--- src/rtl/text_pkg.sv ---
// Shared definitions for the text row sequencer: RGB stream field layout,
// sequencer states and elaboration-time sizing helpers.
package text_pkg;

   localparam int STREAM_W = 26;
   localparam int ACTIVE   = 0;
   localparam int VS       = 1;
   localparam int HS       = 2;
   localparam int YC_LSB   = 3;
   localparam int XC_LSB   = 13;
   localparam int RGB_LSB  = 23;

   typedef enum logic [0:0] {
      IDLE    = 1'b0,
      PENDING = 1'b1
   } state_e;

   function automatic bit is_pow2(input int v);
      return (v > 0) && ((v & (v - 1)) == 0);
   endfunction

   // Exact log2 for power-of-2 arguments; pair with is_pow2 at elaboration.
   function automatic int clog2_pow2(input int v);
      int r;
      r = 0;
      for (int i = 0; i < 31; i++) begin
         if ((1 << i) == v) r = i;
      end
      return r;
   endfunction

endpackage

--- src/rtl/text_line_buffer.sv ---
// Double-buffered text line: writes go to the shadow copy, a swap strobe
// copies every shadow entry into the displayed copy in a single edge.
module text_line_buffer
   import text_pkg::*;
#(
   parameter int          NCOLS = 16,
   parameter logic [7:0]  BLANK = 8'h20
) (
   input  logic                     clk,
   input  logic                     rst_n,
   input  logic                     wr_en,
   input  logic [$clog2(NCOLS)-1:0] wr_addr,
   input  logic [7:0]               wr_data,
   input  logic                     swap,
   input  logic [$clog2(NCOLS)-1:0] rd_addr,
   output logic [7:0]               rd_data
);

   logic [7:0] shadow_q [NCOLS];
   logic [7:0] disp_q   [NCOLS];

   always_ff @(posedge clk or negedge rst_n) begin
      if (!rst_n) begin
         for (int i = 0; i < NCOLS; i++) begin
            shadow_q[i] <= BLANK;
            disp_q[i]   <= BLANK;
         end
      end else begin
         if (wr_en) shadow_q[wr_addr] <= wr_data;
         if (swap) begin
            for (int i = 0; i < NCOLS; i++) disp_q[i] <= shadow_q[i];
         end
      end
   end

   assign rd_data = disp_q[rd_addr];

endmodule

--- src/rtl/text_row_sequencer.sv ---
// Feeds one glyph renderer with per-cell character code and cell origin so it
// draws a full row of NCOLS characters; the text line swaps only at frame start.
module text_row_sequencer
   import text_pkg::*;
#(
   parameter int          NCOLS  = 16,
   parameter int          GSIZE  = 16,
   parameter int          BASE_X = 0,
   parameter int          BASE_Y = 0,
   parameter logic [7:0]  BLANK  = 8'h20
) (
   input  logic                     px_clk,
   input  logic                     rstn,
   input  logic [STREAM_W-1:0]      RGBStr_i,
   input  logic                     wr_en,
   input  logic [$clog2(NCOLS)-1:0] wr_addr,
   input  logic [7:0]               wr_char,
   output logic                     wr_ready,
   input  logic                     commit,
   output logic                     busy,
   output logic [7:0]               character,
   output logic [9:0]               pos_x,
   output logic [9:0]               pos_y
);

   localparam int         AW = clog2_pow2(NCOLS);
   localparam int         LG = clog2_pow2(GSIZE);
   localparam logic [9:0] BX = BASE_X[9:0];
   localparam logic [9:0] BY = BASE_Y[9:0];

   if (!is_pow2(NCOLS) || NCOLS < 2 || NCOLS > 64) begin : g_bad_ncols
      $error("NCOLS must be a power of 2 in 2..64");
   end
   if (!is_pow2(GSIZE) || GSIZE < 8) begin : g_bad_gsize
      $error("GSIZE must be a power of 2, at least 8");
   end
   if (BASE_X + NCOLS * GSIZE > 1024) begin : g_bad_place
      $error("row does not fit: BASE_X + NCOLS*GSIZE exceeds 1024");
   end

   state_e     state_q, state_d;
   logic       rdy_q;
   logic       vs_prev_q;
   logic [7:0] char_q;
   logic [9:0] posx_q;

   logic          accept, vs_rise, swap, wr_ok;
   logic [9:0]    xc;
   logic [10:0]   dx, dq;
   logic [AW-1:0] col;
   logic [7:0]    rd_char;
   logic          unused_stream;

   assign xc            = RGBStr_i[XC_LSB +: 10];
   assign unused_stream = ^{RGBStr_i[RGB_LSB +: 3], RGBStr_i[YC_LSB +: 10],
                            RGBStr_i[HS], RGBStr_i[ACTIVE]};

   // rdy_q keeps the write port closed until the first edge after reset release
   assign accept  = rdy_q && (state_q == IDLE);
   assign wr_ok   = accept && wr_en;
   assign vs_rise = RGBStr_i[VS] && !vs_prev_q;
   assign swap    = (state_q == PENDING) && vs_rise;

   always_comb begin
      state_d = state_q;
      if (accept && commit) state_d = PENDING;
      else if (swap)        state_d = IDLE;
   end

   // Left of the row clamps to column 0, right of it to the last column
   always_comb begin
      dx  = {1'b0, xc} - {1'b0, BX};
      dq  = dx >> LG;
      col = '0;
      if (!dx[10]) begin
         if (dq > 11'(NCOLS - 1)) col = AW'(NCOLS - 1);
         else                     col = dq[AW-1:0];
      end
   end

   text_line_buffer #(
      .NCOLS (NCOLS),
      .BLANK (BLANK)
   ) u_buf (
      .clk     (px_clk),
      .rst_n   (rstn),
      .wr_en   (wr_ok),
      .wr_addr (wr_addr),
      .wr_data (wr_char),
      .swap    (swap),
      .rd_addr (col),
      .rd_data (rd_char)
   );

   always_ff @(posedge px_clk or negedge rstn) begin
      if (!rstn) begin
         state_q   <= IDLE;
         rdy_q     <= 1'b0;
         vs_prev_q <= 1'b0;
         char_q    <= BLANK;
         posx_q    <= BX;
      end else begin
         state_q   <= state_d;
         rdy_q     <= 1'b1;
         vs_prev_q <= RGBStr_i[VS];
         char_q    <= rd_char;
         posx_q    <= BX + (10'(col) << LG);
      end
   end

   assign wr_ready  = accept;
   assign busy      = (state_q == PENDING);
   assign character = char_q;
   assign pos_x     = posx_q;
   assign pos_y     = BY;

endmodule

--- config.mk ---
export PLATFORM = sky130hd
export DESIGN_NAME = text_row_sequencer
export DESIGN_NICKNAME = d
export VERILOG_FILES = /design/src/rtl/text_pkg.sv /design/src/rtl/text_line_buffer.sv /design/src/rtl/text_row_sequencer.sv
export SDC_FILE = /design/constraint.sdc
export NUM_CORES = 1
export LEC_CHECK = 0
export CELL_PAD_IN_SITES_DETAIL_PLACEMENT = 1
export CELL_PAD_IN_SITES_GLOBAL_PLACEMENT = 2
export CORE_MARGIN = 2
export CORE_UTILIZATION = 25
export CTS_BUF_LIST = sky130_fd_sc_hd__clkbuf_2
export DETAILED_ROUTE_END_ITERATION = 8
export DONT_BUFFER_PORTS = 1
export GPL_ROUTABILITY_DRIVEN = 0
export GPL_TIMING_DRIVEN = 0
export MAX_ROUTING_LAYER = met4
export PLACE_DENSITY = 0.53
export SLEW_MARGIN = 20
export SYNTH_ARGS = -nofsm -noshare
export SYNTH_HDL_FRONTEND = slang
export SYNTH_SLANG_ARGS = --single-unit
--- constraint.sdc ---
create_clock -name px_clk -period 3.2 [get_ports px_clk]
set_input_delay 0.64 -clock px_clk [delete_from_list [all_inputs] [get_ports px_clk]]
set_output_delay 0.64 -clock px_clk [all_outputs]
set_load 0.005 [all_outputs]
; ---- Yosys cells after proc, flatten, opt, wreduce, memory -nomap -nowiden
; Cells that the tools add are included.
[classes]
n_lt_le_gt_ge = 4
muxes = 9
bitwise = 3
reduce_logical = 8
[ops]
columns = op, count
row1 = $bwmux 128, 1
row2 = $bmux 8 s4, 1
row3 = $demux 8 s4, 1
row4 = $mux 8, 3
row5 = $ge 5x5->1 const B, 2
row6 = $not 4->5, 2
row7 = $gt 6x4->1 const B, 1
row8 = $logic_and 1x1->1, 6
row9 = $lt 5x1->1 const B, 1
row10 = $mux 4, 1
row11 = $mux 1, 2
row12 = $reduce_bool 2->1, 1
row13 = $logic_not 1->1, 1
row14 = $not 1->1, 1
[totals]
reg_bits = 271
output_inout_bits = 30

; ---- Longest topological paths before layout
[logic_depth]
depth_word = 6
depth_mapped = 7
ltp_nobuf = 5

; ---- Hierarchy
; A second synthesis with hierarchy kept.
[unflattened]
hier_cells = 677
hier_area_um2 = 11119.4
[by_module_without_submodules]
columns = module, instances, cells_per_inst, area_each_um2, seq_area_each_um2
row1 = text_line_buffer, 1, 634, 10552.6, 6446.2
row2 = text_row_sequencer, 1, 43, 566.8, 376.6

; ---- Worst setup path before layout
; Ideal clock, no wire load.
[synth_path]
path_type = input to register
startpoint = in RGBStr_i[17]
endpoint = reg char_q[6] (netlist: character[6])
t_arrival_ns = 1.845
required_time_ns = 3.070
path_slack_ns = 1.224
path_stages = 6
cell_sequence = buf_2 -> inv_2 -> buf_2 -> mux4_2 -> o22ai_1 -> a22oi_1
[synth_between]
elab_chain_cells = 6
[synth_rtl]
columns = element, line
row1 = start: declaration, text_row_sequencer.sv:14  ; input logic [STREAM_W-1:0] RGBStr_i,
row2 = $gt 6x4->1, text_row_sequencer.sv:76  ; if (dq > 11'(NCOLS - 1)) col = AW'(NCOLS - 1);
row3 = $mux 4 *, text_row_sequencer.sv:76
row4 = $not 4->5 (implied by the code) *, text_line_buffer.sv:36  ; assign rd_data = disp_q[rd_addr];
row5 = $bmux 8 s4 *, text_line_buffer.sv:36
row6 = $mux 8 (implied by the code) * (2 in a row), text_line_buffer.sv:36
row7 = via rd_char[6], text_row_sequencer.sv:51  ; logic [7:0] rd_char;
row8 = end signal: assignment, text_row_sequencer.sv:106  ; char_q <= rd_char;
row9 = end: declaration, text_row_sequencer.sv:44  ; logic [7:0] char_q;
; Mark *: on every way through the listed nets, which the timed path passes. The rest lies on a longest branch. The select of a mux whose other input is x is not followed.
; A chain may end at the register's enable or synchronous reset.

; ---- Worst setup path in the final report
[layout_path]
startpoint = reg state_q (netlist: busy)
endpoint = reg u_buf.disp_q[3] in the netlist's numbering
[layout_between]
elab_chain_cells = 1
[layout_rtl]
columns = element, line
row1 = start: declaration, text_row_sequencer.sv:41  ; state_e state_q, state_d;
row2 = start signal: assignment, text_row_sequencer.sv:103  ; state_q <= state_d;
row3 = $logic_and 1x1->1, text_row_sequencer.sv:62  ; assign swap = (state_q == PENDING) && vs_rise;
row4 = end signal: indexed assignment, text_line_buffer.sv:26  ; disp_q[i] <= BLANK;
row5 = end: declaration, text_line_buffer.sv:20  ; logic [7:0] disp_q [NCOLS];
; No other way between the ends.

==> flow_summary.json <==
{
  "clock.fmax_mhz": 448,
  "clock_latency_ns": 0.96,
  "setup_viol": 0,
  "grt_pass1_vias": 8655,
  "hp-class": "in -> async",
  "core_area_um2": 46300,
  "period_needed_ns": 2.23,
  "r2r.worst_path.cells": 6,
  "ios": 72,
  "dominantRegCellSynth": "dfrtp_1",
  "hold_viol_final": 271,
  "pre_cts_slack_ns": 0.219,
  "final.setup_skew_ns": 0.0671,
  "finalPower_mw": 8.31,
  "holdWs_ns": -0.570,
  "drt_iter0_markers": 392,
  "worst_ep_required_time_ns": 4.06,
  "synth_top_cell_by_area": "dfrtp_1",
  "grt-ovfl-total": 0,
  "port-buffer-count": 0,
  "powerDensity_nw_per_um2": 626,
  "cap_viol_max_count": 0,
  "failed_checks": "hold timing",
  "firstDrtPassIters": 4,
  "cts_made_buffers": 80,
  "path_max_fanout": 10,
  "finalCritPeriodShare_pct": 69.8,
  "grt_start_max_net_pins": 272,
  "synth_edf_count": 0,
  "cts_resized": 0,
  "critical_path_class": "reg -> reg",
  "fp.dieH_um": 220,
  "tightest_slew_ns": 1.12,
  "async_reset_ff_share_pct": 100,
  "vias_per_cell": 4.37,
  "critPathCaptureType": "register",
  "drc_errors": 0,
  "ant_nets": 0,
  "cts_hold_buffers": 11,
  "synth_top_cell_area_share_pct": 51.1,
  "grt_use_total_pct": 16.4,
  "tns_ns": 0,
  "synth-seq-area-share_pct": 58.6,
  "arrival_ns": 3.09,
  "num_rows": 79,
  "cts_setup_buffers": 0,
  "cts_tree": "done",
  "ys_types": 46,
  "synthTopCellsByArea": "dfrtp_1, mux2_2, nand2_1",
  "leakage_nw": 6.61,
  "slew_viol_final": 0,
  "start_util_pct": 25.2,
  "die_w_um": 220,
  "layout_setup_ws_ns": 0.968,
  "synthCells": 1048,
  "cts_root_buf": "clkbuf_2",
  "relSlewSlack_pct": 25.5,
  "syn2layout_area_growth_pct": 14.1,
  "peakVddDrop_mv": 0.194,
  "grt_pass1_wl_um": 55800,
  "htree_num_levels": 3,
  "syn-cell-area_um2": 11600,
  "cp-start-kind": "register",
  "clk_pin_slew_ns": 0.09,
  "synth_area_per_cell_um2": 11.1,
  "fin_nets": 1198,
  "drive_above_1_share_pct": 30.6,
  "rsz0062_at_grt": "false",
  "wl_per_cell_um": 20.3,
  "vias": 7992,
  "ys_ff_latch": 271,
  "numClockSinks": 271,
  "dieArea_um2": 48300,
  "status": "finished, violations left",
  "dp_hpwl_um": 24000,
  "antenna_found_initial": 3,
  "finish.utilization_pct": 28.7,
  "wl_um": 37000,
  "synth_warnings": 0,
  "cts_buffer_depth": 3
}
==> cell usage after synthesis, types with 2 or more instances <==
library cell  number
clkinv_1           2
o221ai_1           8
o21a_1             7
a22oi_1           15
conb_1             2
buf_2             11
o22a_1             7
nor2_1            10
buf_1              4
nand2b_1           2
nor2b_1            3
clkbuf_1          43
nor3_2             2
or4b_1             7
o22ai_1            9
mux2i_1           16
nor2_4             3
nand2_1          397
or3_1              3
mux2_2           144
nor3b_1            8
nor2_2             3
nor3_4             2
a21boi_0           7
dfstp_2           33
dfrtp_1          238
nand2_2            3
mux4_2             8
o211ai_1           8
buf_4             19
o21ai_0            9
==> through the flow <==
stage	area, um2	hold slack [ns]	instances
final	13300	-0.570	1827
after global routing	13300	-0.711	1825
after CTS	13300	-0.743	1823
after detailed placement	12500	0.359	1670
after global placement	12500	0.358	1670
after floorplan	11700	0.344	1063
==> worst max-delay path, cell delays in order (launching register included) <==
cell and delay, ns:
dfrtp_1 0.46, nand3b_1 0.18, inv_1 0.12, clkbuf_1 0.59, clkbuf_1 0.63, nand2_1 0.12, nand2_1 0.08
==> cells in the final DEF (no fill, tap or decap), types with 7 or more instances in the layout <==
master and n:
o22ai_1 9, o21a_1 7, o221ai_1 8, a22oi_1 15, mux2i_1 16, o21ai_0 9
or4b_1 7, nor2_1 10, conb_1 17, o211ai_1 8, dfstp_2 33, buf_4 19
buf_2 11, clkbuf_2 134, nand2_1 397, o22a_1 7, nor3b_1 8, mux2_2 144
mux4_2 8, dlygate4sd3_1 11, clkbuf_1 40, clkinv_1 10, a21boi_0 7, dfrtp_1 238
==> per-layer routing <==
metal / global-route usage, % / wire length [um] / vias up
li1: - / - / 3741
met3: 3.41 / 1590 / 50
met5: - / 0 / -
met1: 21.4 / 17400 / 4068
met2: 25.5 / 17400 / 133
met4: 5.10 / 676 / 0
==> kinds of logic after synthesis <==
| logic type | Yosys count | share of synthesized area, % |
|---|---|---|
| AND/OR/NAND/NOR | 452 | 16.5 |
| AO/OA/AOI/OAI | 73 | 4.57 |
| flip-flops | 271 | 58.6 |
| multiplexers | 168 | 16.8 |
| other | 2 | 0.0645 |
| buffers and inverters | 82 | 3.44 |
==> where the power goes <==
group	leakage, nW	switching (mW)	total [mW]	internal (mW)
Sequential	3.51	0.357	4.47	4.12
Clock	0.569	1.57	2.62	1.06
Combinational	2.53	0.664	1.21	0.547
==> final cells by class <==
type,count,area (um2)
antenna,4,10.0
buffer,78,389
clock buffer,131,656
clock inverter,11,41.3
fill,5284,33000
inverter,4,15.0
multi-input combinational,710,4480
sequential,271,6820
tap,607,759
timing repair buffer,11,110
==> registers in the layout (all words and copies together) (netlist names) <==
register / flops
character: 8
pos_x: 4
u_buf.shadow_q: 128
vs_prev_q: 1
u_buf.disp_q: 128
busy: 1
rdy_q: 1
==> worst paths after layout <==
kind                                                      start  slack [ns]                             to
worst max-delay path                           busy$_DFFE_PN0P_        0.97    u_buf.disp_q[3]$_DFFE_PN0P_
worst min-delay path                                       rstn       -0.57   u_buf.disp_q[98]$_DFFE_PN0P_
worst max register to register                 busy$_DFFE_PN0P_        0.97    u_buf.disp_q[3]$_DFFE_PN0P_
worst min register to register  u_buf.shadow_q[100]$_DFFE_PN0P_        0.42  u_buf.disp_q[100]$_DFFE_PN0P_
max in group asynchronous                                  rstn        3.22   u_buf.disp_q[26]$_DFFE_PN0P_
min in group px_clk                                 RGBStr_i[1]        0.30            vs_prev_q$_DFF_PN0_
Note: power is estimated with default switching activity, not from simulation.
